--- config.mk ---
export PLATFORM = sky130hd
export DESIGN_NAME = pc_fetch_unit
export DESIGN_NICKNAME = d
export VERILOG_FILES = /design/src/rtl/pc_fetch_unit_pkg.sv /design/src/rtl/pc_fetch_unit_pc_register.sv /design/src/rtl/pc_fetch_unit.sv
export SDC_FILE = /design/constraint.sdc
export NUM_CORES = 1
export LEC_CHECK = 0
export CORE_ASPECT_RATIO = 1.2
export CORE_MARGIN = 2
export CORE_UTILIZATION = 38
export DETAILED_ROUTE_END_ITERATION = 6
export GPL_TIMING_DRIVEN = 1
export PLACE_DENSITY = 0.8
export SLEW_MARGIN = 25
export SYNTH_ARGS = -nofsm -noshare
export SYNTH_HDL_FRONTEND = slang
export SYNTH_SLANG_ARGS = --single-unit
export TNS_END_PERCENT = 10
--- constraint.sdc ---
create_clock -name clk -period 1.42 [get_ports clk]
set_clock_uncertainty 0.2 [all_clocks]
set_input_delay 0.284 -clock clk [delete_from_list [all_inputs] [get_ports clk]]
set_output_delay 0.284 -clock clk [all_outputs]
set_load 0.02 [all_outputs]
--- src/rtl/pc_fetch_unit_pkg.sv ---
// pc_fetch_unit_pkg
//   Shared definitions for the instruction fetch stage.
//   - pc_fetch_state_e : fetch FSM encoding (BOOT, RUN, FLUSH)
//   - FETCH_PC_W, FETCH_INSTR_W, FETCH_NOP_WORD : default widths and bubble word
package pc_fetch_unit_pkg;

  localparam int unsigned FETCH_PC_W    = 16;
  localparam int unsigned FETCH_INSTR_W = 32;
  localparam logic [FETCH_INSTR_W-1:0] FETCH_NOP_WORD = '0;

  typedef enum logic [1:0] {
    ST_BOOT  = 2'b00,
    ST_RUN   = 2'b01,
    ST_FLUSH = 2'b10
  } pc_fetch_state_e;

endpackage : pc_fetch_unit_pkg

--- src/rtl/pc_fetch_unit_pc_register.sv ---
// pc_register
//   Program counter with its next-PC mux.
//   Ports:
//     clk, reset : clock, synchronous active-high reset (pc <= RESET_VECTOR)
//     load       : take target as the next PC (redirect)
//     hold       : keep the current PC (stall)
//     target     : redirect address
//     pc         : current PC
//   Priority: reset > load > hold > increment. Increment wraps modulo 2^PC_W.
module pc_register #(
  parameter int unsigned      PC_W         = 16,
  parameter logic [PC_W-1:0]  RESET_VECTOR = '0
) (
  input  logic            clk,
  input  logic            reset,
  input  logic            load,
  input  logic            hold,
  input  logic [PC_W-1:0] target,
  output logic [PC_W-1:0] pc
);

  logic [PC_W-1:0] pc_d;
  logic [PC_W-1:0] pc_q;

  always_comb begin
    pc_d = pc_q + PC_W'(1);
    if (load) begin
      pc_d = target;
    end else if (hold) begin
      pc_d = pc_q;
    end
  end

  always_ff @(posedge clk) begin
    if (reset) begin
      pc_q <= RESET_VECTOR;
    end else begin
      pc_q <= pc_d;
    end
  end

  assign pc = pc_q;

endmodule : pc_register

--- src/rtl/pc_fetch_unit.sv ---
// pc_fetch_unit
//   Instruction fetch stage: PC, program-memory addressing and the IF/ID
//   register, sequenced by a BOOT/RUN/FLUSH FSM.
//   Ports:
//     clk, reset      : clock, synchronous active-high reset
//     jmp_loc         : redirect target from the jump control stage
//     pc_mux_sel      : redirect request (wins over stall)
//     stall           : decode hazard hold (honoured in RUN only)
//     pm_data         : combinational program-memory data for pm_addr
//     pm_addr         : current fetch PC
//     instr_out       : IF/ID instruction
//     current_address : IF/ID address of instr_out
//     instr_valid     : instr_out is a real fetched instruction
//     dbg_state       : FSM state, for observation only
//   No valid/ready handshake: the stage is flow-controlled by stall alone,
//   and instr_valid only qualifies instr_out (it never waits for an ack).
module pc_fetch_unit
  import pc_fetch_unit_pkg::*;
#(
  parameter int unsigned         PC_W         = FETCH_PC_W,
  parameter int unsigned         INSTR_W      = FETCH_INSTR_W,
  parameter logic [PC_W-1:0]     RESET_VECTOR = '0,
  parameter logic [INSTR_W-1:0]  NOP_WORD     = INSTR_W'(FETCH_NOP_WORD)
) (
  input  logic               clk,
  input  logic               reset,
  input  logic [PC_W-1:0]    jmp_loc,
  input  logic               pc_mux_sel,
  input  logic               stall,
  input  logic [INSTR_W-1:0] pm_data,
  output logic [PC_W-1:0]    pm_addr,
  output logic [INSTR_W-1:0] instr_out,
  output logic [PC_W-1:0]    current_address,
  output logic               instr_valid,
  output logic [1:0]         dbg_state
);

  pc_fetch_state_e    state_d, state_q;
  logic [INSTR_W-1:0] instr_d, instr_q;
  logic [PC_W-1:0]    addr_d, addr_q;
  logic               valid_d, valid_q;
  logic               pc_load;
  logic               pc_hold;
  logic [PC_W-1:0]    pc;

  pc_register #(
    .PC_W         (PC_W),
    .RESET_VECTOR (RESET_VECTOR)
  ) u_pc_register (
    .clk    (clk),
    .reset  (reset),
    .load   (pc_load),
    .hold   (pc_hold),
    .target (jmp_loc),
    .pc     (pc)
  );

  // Next-state and IF/ID update. BOOT and FLUSH both perform one normal
  // fetch (stall ignored) and then hand over to RUN; a redirect in any state
  // loads jmp_loc, injects a bubble and parks in FLUSH for one fetch.
  always_comb begin
    state_d = state_q;
    instr_d = instr_q;
    addr_d  = addr_q;
    valid_d = valid_q;
    pc_load = 1'b0;
    pc_hold = 1'b0;

    if (pc_mux_sel) begin
      // current_address deliberately holds so the jump stage keeps its view.
      pc_load = 1'b1;
      instr_d = NOP_WORD;
      valid_d = 1'b0;
      state_d = ST_FLUSH;
    end else begin
      unique case (state_q)
        ST_BOOT, ST_FLUSH: begin
          instr_d = pm_data;
          addr_d  = pc;
          valid_d = 1'b1;
          state_d = ST_RUN;
        end
        ST_RUN: begin
          if (stall) begin
            pc_hold = 1'b1;
          end else begin
            instr_d = pm_data;
            addr_d  = pc;
            valid_d = 1'b1;
          end
        end
        default: begin
          state_d = ST_BOOT;
        end
      endcase
    end
  end

  always_ff @(posedge clk) begin
    if (reset) begin
      state_q <= ST_BOOT;
      instr_q <= NOP_WORD;
      addr_q  <= '0;
      valid_q <= 1'b0;
    end else begin
      state_q <= state_d;
      instr_q <= instr_d;
      addr_q  <= addr_d;
      valid_q <= valid_d;
    end
  end

  assign pm_addr         = pc;
  assign instr_out       = instr_q;
  assign current_address = addr_q;
  assign instr_valid     = valid_q;
  assign dbg_state       = state_q;

endmodule : pc_fetch_unit

; ---- Word-level counts from Yosys, hierarchy flattened
; Index checks and enable logic that the tools add are counted.
[totals]
register_bits = 67
elab_cells = 33
inputBits = 52
out_inout_bits = 67
[classes]
mux = 14
n_addsub = 1
reduce_logical = 6
bitwise_logic = 1
n_eq_ne = 5
[op_table]
columns = operator, n
row1 = one-hot mux 32 bit (2 select lines), 1
row2 = 2-to-1 mux 16 bit, 3
row3 = 2-to-1 mux 32 bit, 1
row4 = one-hot mux 16 bit (2 select lines), 1
row5 = adder 16 x 1 -> 16 bit (second input constant), 1
row6 = inequality test 2 bit (second input constant), 3
row7 = 2-to-1 mux 1 bit, 5
row8 = one-hot mux 2 bit (2 select lines), 1
row9 = OR reduction 2 bit, 2
row10 = AND reduction 3 bit, 1
row11 = == test 2 x 1 -> 1 bit (second input constant), 1
row12 = == test 2 bit (second input constant), 1
row13 = logical NOT 2 bit, 1
row14 = 2-to-1 mux 2 bit, 1
row15 = one-hot mux 1 bit (2 select lines), 1
row16 = AND reduction 2 bit, 1
row17 = nonzero test 2 bit, 1
row18 = NOT 1 bit, 1

; ---- Depth between registers and ports, before layout
[logic_depth]
word_depth = 5
depth_mapped = 6
mapped_depth_nobuf = 5

; ---- Modules after synthesis
; A second synthesis with hierarchy kept.
[hier_totals]
cells_unflattened = 339
area_unflattened_um2 = 2954.1
[by_module_without_submodules]
columns = module, area_each_um2, cells_per_inst, n_inst, seq_area_each_um2
row1 = pc_fetch_unit, 1960.6, 223, 1, 1021.0
row2 = pc_register, 993.5, 116, 1, 320.3

; ---- Worst setup path before layout
; Ideal clock, no wire load.
[synth_timing]
path_type = register to register
start = register u_pc_register.pc_q[0], in the netlist u_pc_register.pc[0]
end = register u_pc_register.pc_q[12], in the netlist u_pc_register.pc[12]
stages_incl_launch_ff = 6
path_buffers = 0
setup_slack_ps = -275
arrival_ps = 1375
setup_ps = 120
path_cell_list = dfxtp_1 > ha_1 > nand3_1 > nor2_2 > a21oi_1 > o31a_1
[synth_between]
elab_chain_len = 3
[synth_lines]
columns = element, line_no
row1 = from (decl), pc_fetch_unit_pc_register.sv:23  ; logic [PC_W-1:0] pc_q;
row2 = from (signal assigned), pc_fetch_unit_pc_register.sv:38  ; pc_q <= pc_d;
row3 = adder 16 x 1 -> 16 bit, pc_fetch_unit_pc_register.sv:26  ; pc_d = pc_q + PC_W'(1);
row4 = 2-to-1 mux 16 bit, pc_fetch_unit_pc_register.sv:29  ; end else if (hold) begin
row5 = 2-to-1 mux 16 bit, pc_fetch_unit_pc_register.sv:27  ; if (load) begin
; Every way passes these cells. The select of a mux whose other input is x is not followed.
; A chain may end at the register's enable or synchronous reset.

; ---- Worst setup path in the final report
[layout_timing]
start = register state_q[1], in the netlist dbg_state[1]
end = register u_pc_register.pc_q[15], in the netlist u_pc_register.pc[15]
[layout_between]
elab_chain_len = 4
[layout_lines]
columns = element, line_no
row1 = from (decl), pc_fetch_unit.sv:38  ; pc_fetch_state_e state_d, state_q;
row2 = from (signal assigned), pc_fetch_unit.sv:106  ; state_q <= state_d;
row3 = == test 2 x 1 -> 1 bit, pc_fetch_unit.sv:76  ; unique case (state_q)
row4 = 2-to-1 mux 1 bit, pc_fetch_unit.sv:76
row5 = 2-to-1 mux 1 bit, pc_fetch_unit.sv:69  ; if (pc_mux_sel) begin
row6 = inequality test 2 bit (no line), --
; Every way passes these cells.

==> flow_metrics.env <==
export IMPL_synth_ff_type="dfxtp_1"
export IMPL_drc=0
export IMPL_grt_max_degree=30
export IMPL_firstDrtPassIters=4
export IMPL_postRouteAntennaNets=0
export IMPL_async_flop_share_pct=0
export IMPL_path_class="reg2reg"
export IMPL_ys_top_cells_by_area="dfxtp_1 (50%), nand2_1 (14%), a21oi_1 (11%)"
export IMPL_fp_dieH_um=96.4
export IMPL_synth_area_per_cell_sq_um=8.02
export IMPL_critPathCaptureType="flop"
export IMPL_drt_initial_drc_count=118
export IMPL_crit_reg2reg_launch="dbg_state[1]$_SDFFE_PP0P_"
export IMPL_critPathMaxFanout=10
export IMPL_core_area_sq_um=6850
export IMPL_ir_drop_mv=0.705
export IMPL_antenna_cells=0
export IMPL_fin_crit_sh_pct=109
export IMPL_maxSlewHeadroom_pct=83.1
export IMPL_clock_path_buffers=2
export IMPL_cts_hold_buffers=0
export IMPL_routed_wl_mm=8.04
export IMPL_powerDensity_nw_per_um2=1000
export IMPL_synth_seq_cells=67
export IMPL_multiInputGateArea_sq_um=1400
export IMPL_netlist_cell_type_count=35
export IMPL_syn_nets=390
export IMPL_clk_pin_slew_ps=70
export IMPL_register_area_sq_um=1380
export IMPL_hold_class="reg2reg"
export IMPL_synth_most_common_cell="nand2_1"
export IMPL_vias=2868
export IMPL_crit_path_start_kind="flop"
export IMPL_max_freq_mhz=645
export IMPL_start_util_pct=39.4
export IMPL_synth_area_leader_cell="dfxtp_1"
export IMPL_worst_slew_pin_slew_ps=252
export IMPL_grt_first_pass_wirelength_mm=12.4
export IMPL_cp_required_ps=1450
export IMPL_drive_gt1_share_pct=35.8
export IMPL_setup_ws_ps=-131
export IMPL_cp_arrival_ps=1580
export IMPL_rows=33
export IMPL_drv_cap=0
export IMPL_grt_ovfl_total=0
export IMPL_synthCells=337
export IMPL_routedWlPerCell_um=13.8
export IMPL_cts_root_buf="clkbuf_8"
export IMPL_setup_viol=15
export IMPL_cts_sinks=67
export IMPL_timing_hold_ws_ps=246
export IMPL_final_area_sq_um=4520
export IMPL_grt_pass1_vias=2772
export IMPL_num_io_pins=119
export IMPL_portBuffers=118
export IMPL_period_needed_ps=1550
export IMPL_die_area_sq_um=7800
export IMPL_num_fill_cells=577
export IMPL_cts_tree="yes"
export IMPL_synth_top_area_share_pct=49.7
export IMPL_violations="negative setup slack"
export IMPL_status="complete, but fails checks"
export IMPL_final_util_pct=65.9
export IMPL_worstSkewPairLatency_ps=330
export IMPL_synth_edff_count=0
export IMPL_gr_usage_all_layers_pct=20.6
export IMPL_placed_cell_area_sq_um=4420
export IMPL_viasPerCell=4.91
export IMPL_cts_made_buffers=9
export IMPL_power_static_leakage_nw=2.05
export IMPL_gp_congestion=0.891
export IMPL_yosysSeqAreaShare_pct=49.7
export IMPL_synth_common_cells="nand2_1 (102), dfxtp_1 (67), a21oi_1 (62)"
export IMPL_synth_warnings=0
export IMPL_finalHoldViolations=0
export IMPL_cts_htree_levels=3
export IMPL_layout_nets=545
export IMPL_crit_start="dbg_state[1]$_SDFFE_PP0P_"
export IMPL_area_growth_pct=67.2
export IMPL_preCtsSetupSlack_ps=-501
export IMPL_rsz0062_at_grt="true"
export IMPL_antenna_found_initial=0
export IMPL_hpwlAfterDp_mm=5.86
export IMPL_drv_slew=0
export IMPL_die_width_um=81.0
export IMPL_min_from="instr_out[29]$_SDFFE_PP0P_"
export IMPL_synthesis_area_sq_um=2700
-- logic make-up (layout without fill, tap and decap cells) --
logic type      after synthesis  in the layout  synth area share (%)
simple gates                139            139                  23.2
compound gates               81             81                  16.8
flops                        67             67                  49.7
buf+inv                      35            195                  5.19
xor+xnor                     11             11                  3.57
mux                           3              3                  1.16
fa+ha+maj                     1              1                 0.463
-- cell type report --
type / instances / area share, %
Clock inverter: 4 / 0.637
Timing Repair Buffer: 164 / 30.0
Sequential cell: 67 / 30.6
Inverter: 15 / 1.25
Clock buffer: 12 / 3.93
Multi-Input combinational cell: 235 / 31.1
Tap cell: 87 / 2.41
-- worst max-delay path: stages (launching register included) --
cell and delay, ps:
dfxtp_4 350, and3b_2 250, buf_12 160, nor2_4 50, and4_1 150, o31a_1 260
-- path summary, 6_finish.rpt --
check                                           end  slack (ps)  depth (start not counted)
setup / recovery  u_pc_register.pc[15]$_SDFFE_PP0P_        -130                          5
hold / removal           instr_out[29]$_SDFFE_PP0P_         250                          2
setup reg to reg  u_pc_register.pc[15]$_SDFFE_PP0P_        -130                          5
hold reg to reg          instr_out[29]$_SDFFE_PP0P_         250                          2
-- timing repair --
item	in CTS	in global routing
pin swaps	7	11
endpoints found under the setup margin	125	77
setup buffers	0	4
resized for setup	272	44
endpoints found under the hold margin	0	0
cloned	0	0
-- flip-flops by register name, summed over array words and instances, names as in the netlist --
register and cells:
current_address 16, u_pc_register.pc 16, instr_out 32, instr_valid 1, dbg_state 2
-- cells in the final DEF (no fill, tap or decap), types with 2 or more instances in the layout --
master / count
nand2_1: 92
buf_2: 64
a21oi_1: 57
dfxtp_1: 53
clkdlybuf4s50_1: 50
buf_4: 30
inv_1: 15
nand2_2: 10
o21a_1: 10
dfxtp_4: 10
buf_12: 10
clkbuf_8: 9
buf_6: 9
nor2_1: 8
xor2_1: 6
a21oi_2: 5
xnor2_1: 5
nand3_1: 4
dfxtp_2: 4
nor2_4: 3
nand4_1: 3
nor4_4: 3
o211ai_1: 2
nor3_1: 2
o31a_1: 2
nor3_2: 2
mux2i_1: 2
clkbuf_16: 2
clkinv_4: 2
-- power breakdown --
group | total, mW | switching (mW) | internal, mW
sequential | 2.05 | 0.0731 | 1.98
combinational | 0.881 | 0.439 | 0.442
clock | 1.58 | 0.733 | 0.852
-- per-layer routing --
metal,track usage (%),vias to the layer above,routed length [um]
met5,0,-,0
met4,8.47,0,123
met3,6.19,11,627
met2,36.4,102,4160
met1,22.8,1334,3130
li1,-,1421,-
-- metrics by stage --
step           power [mW]  TNS [ps]  instances
6_report             4.51      -987        584
2_1_floorplan        2.46     -1960        337
3_5_place_dp         3.00    -25860        564
4_1_cts              4.52     -1740        580
5_1_grt              4.72     -2230        584
3_3_place_gp         2.98    -24080        564
No activity file was read; power rests on OpenSTA's default activity.
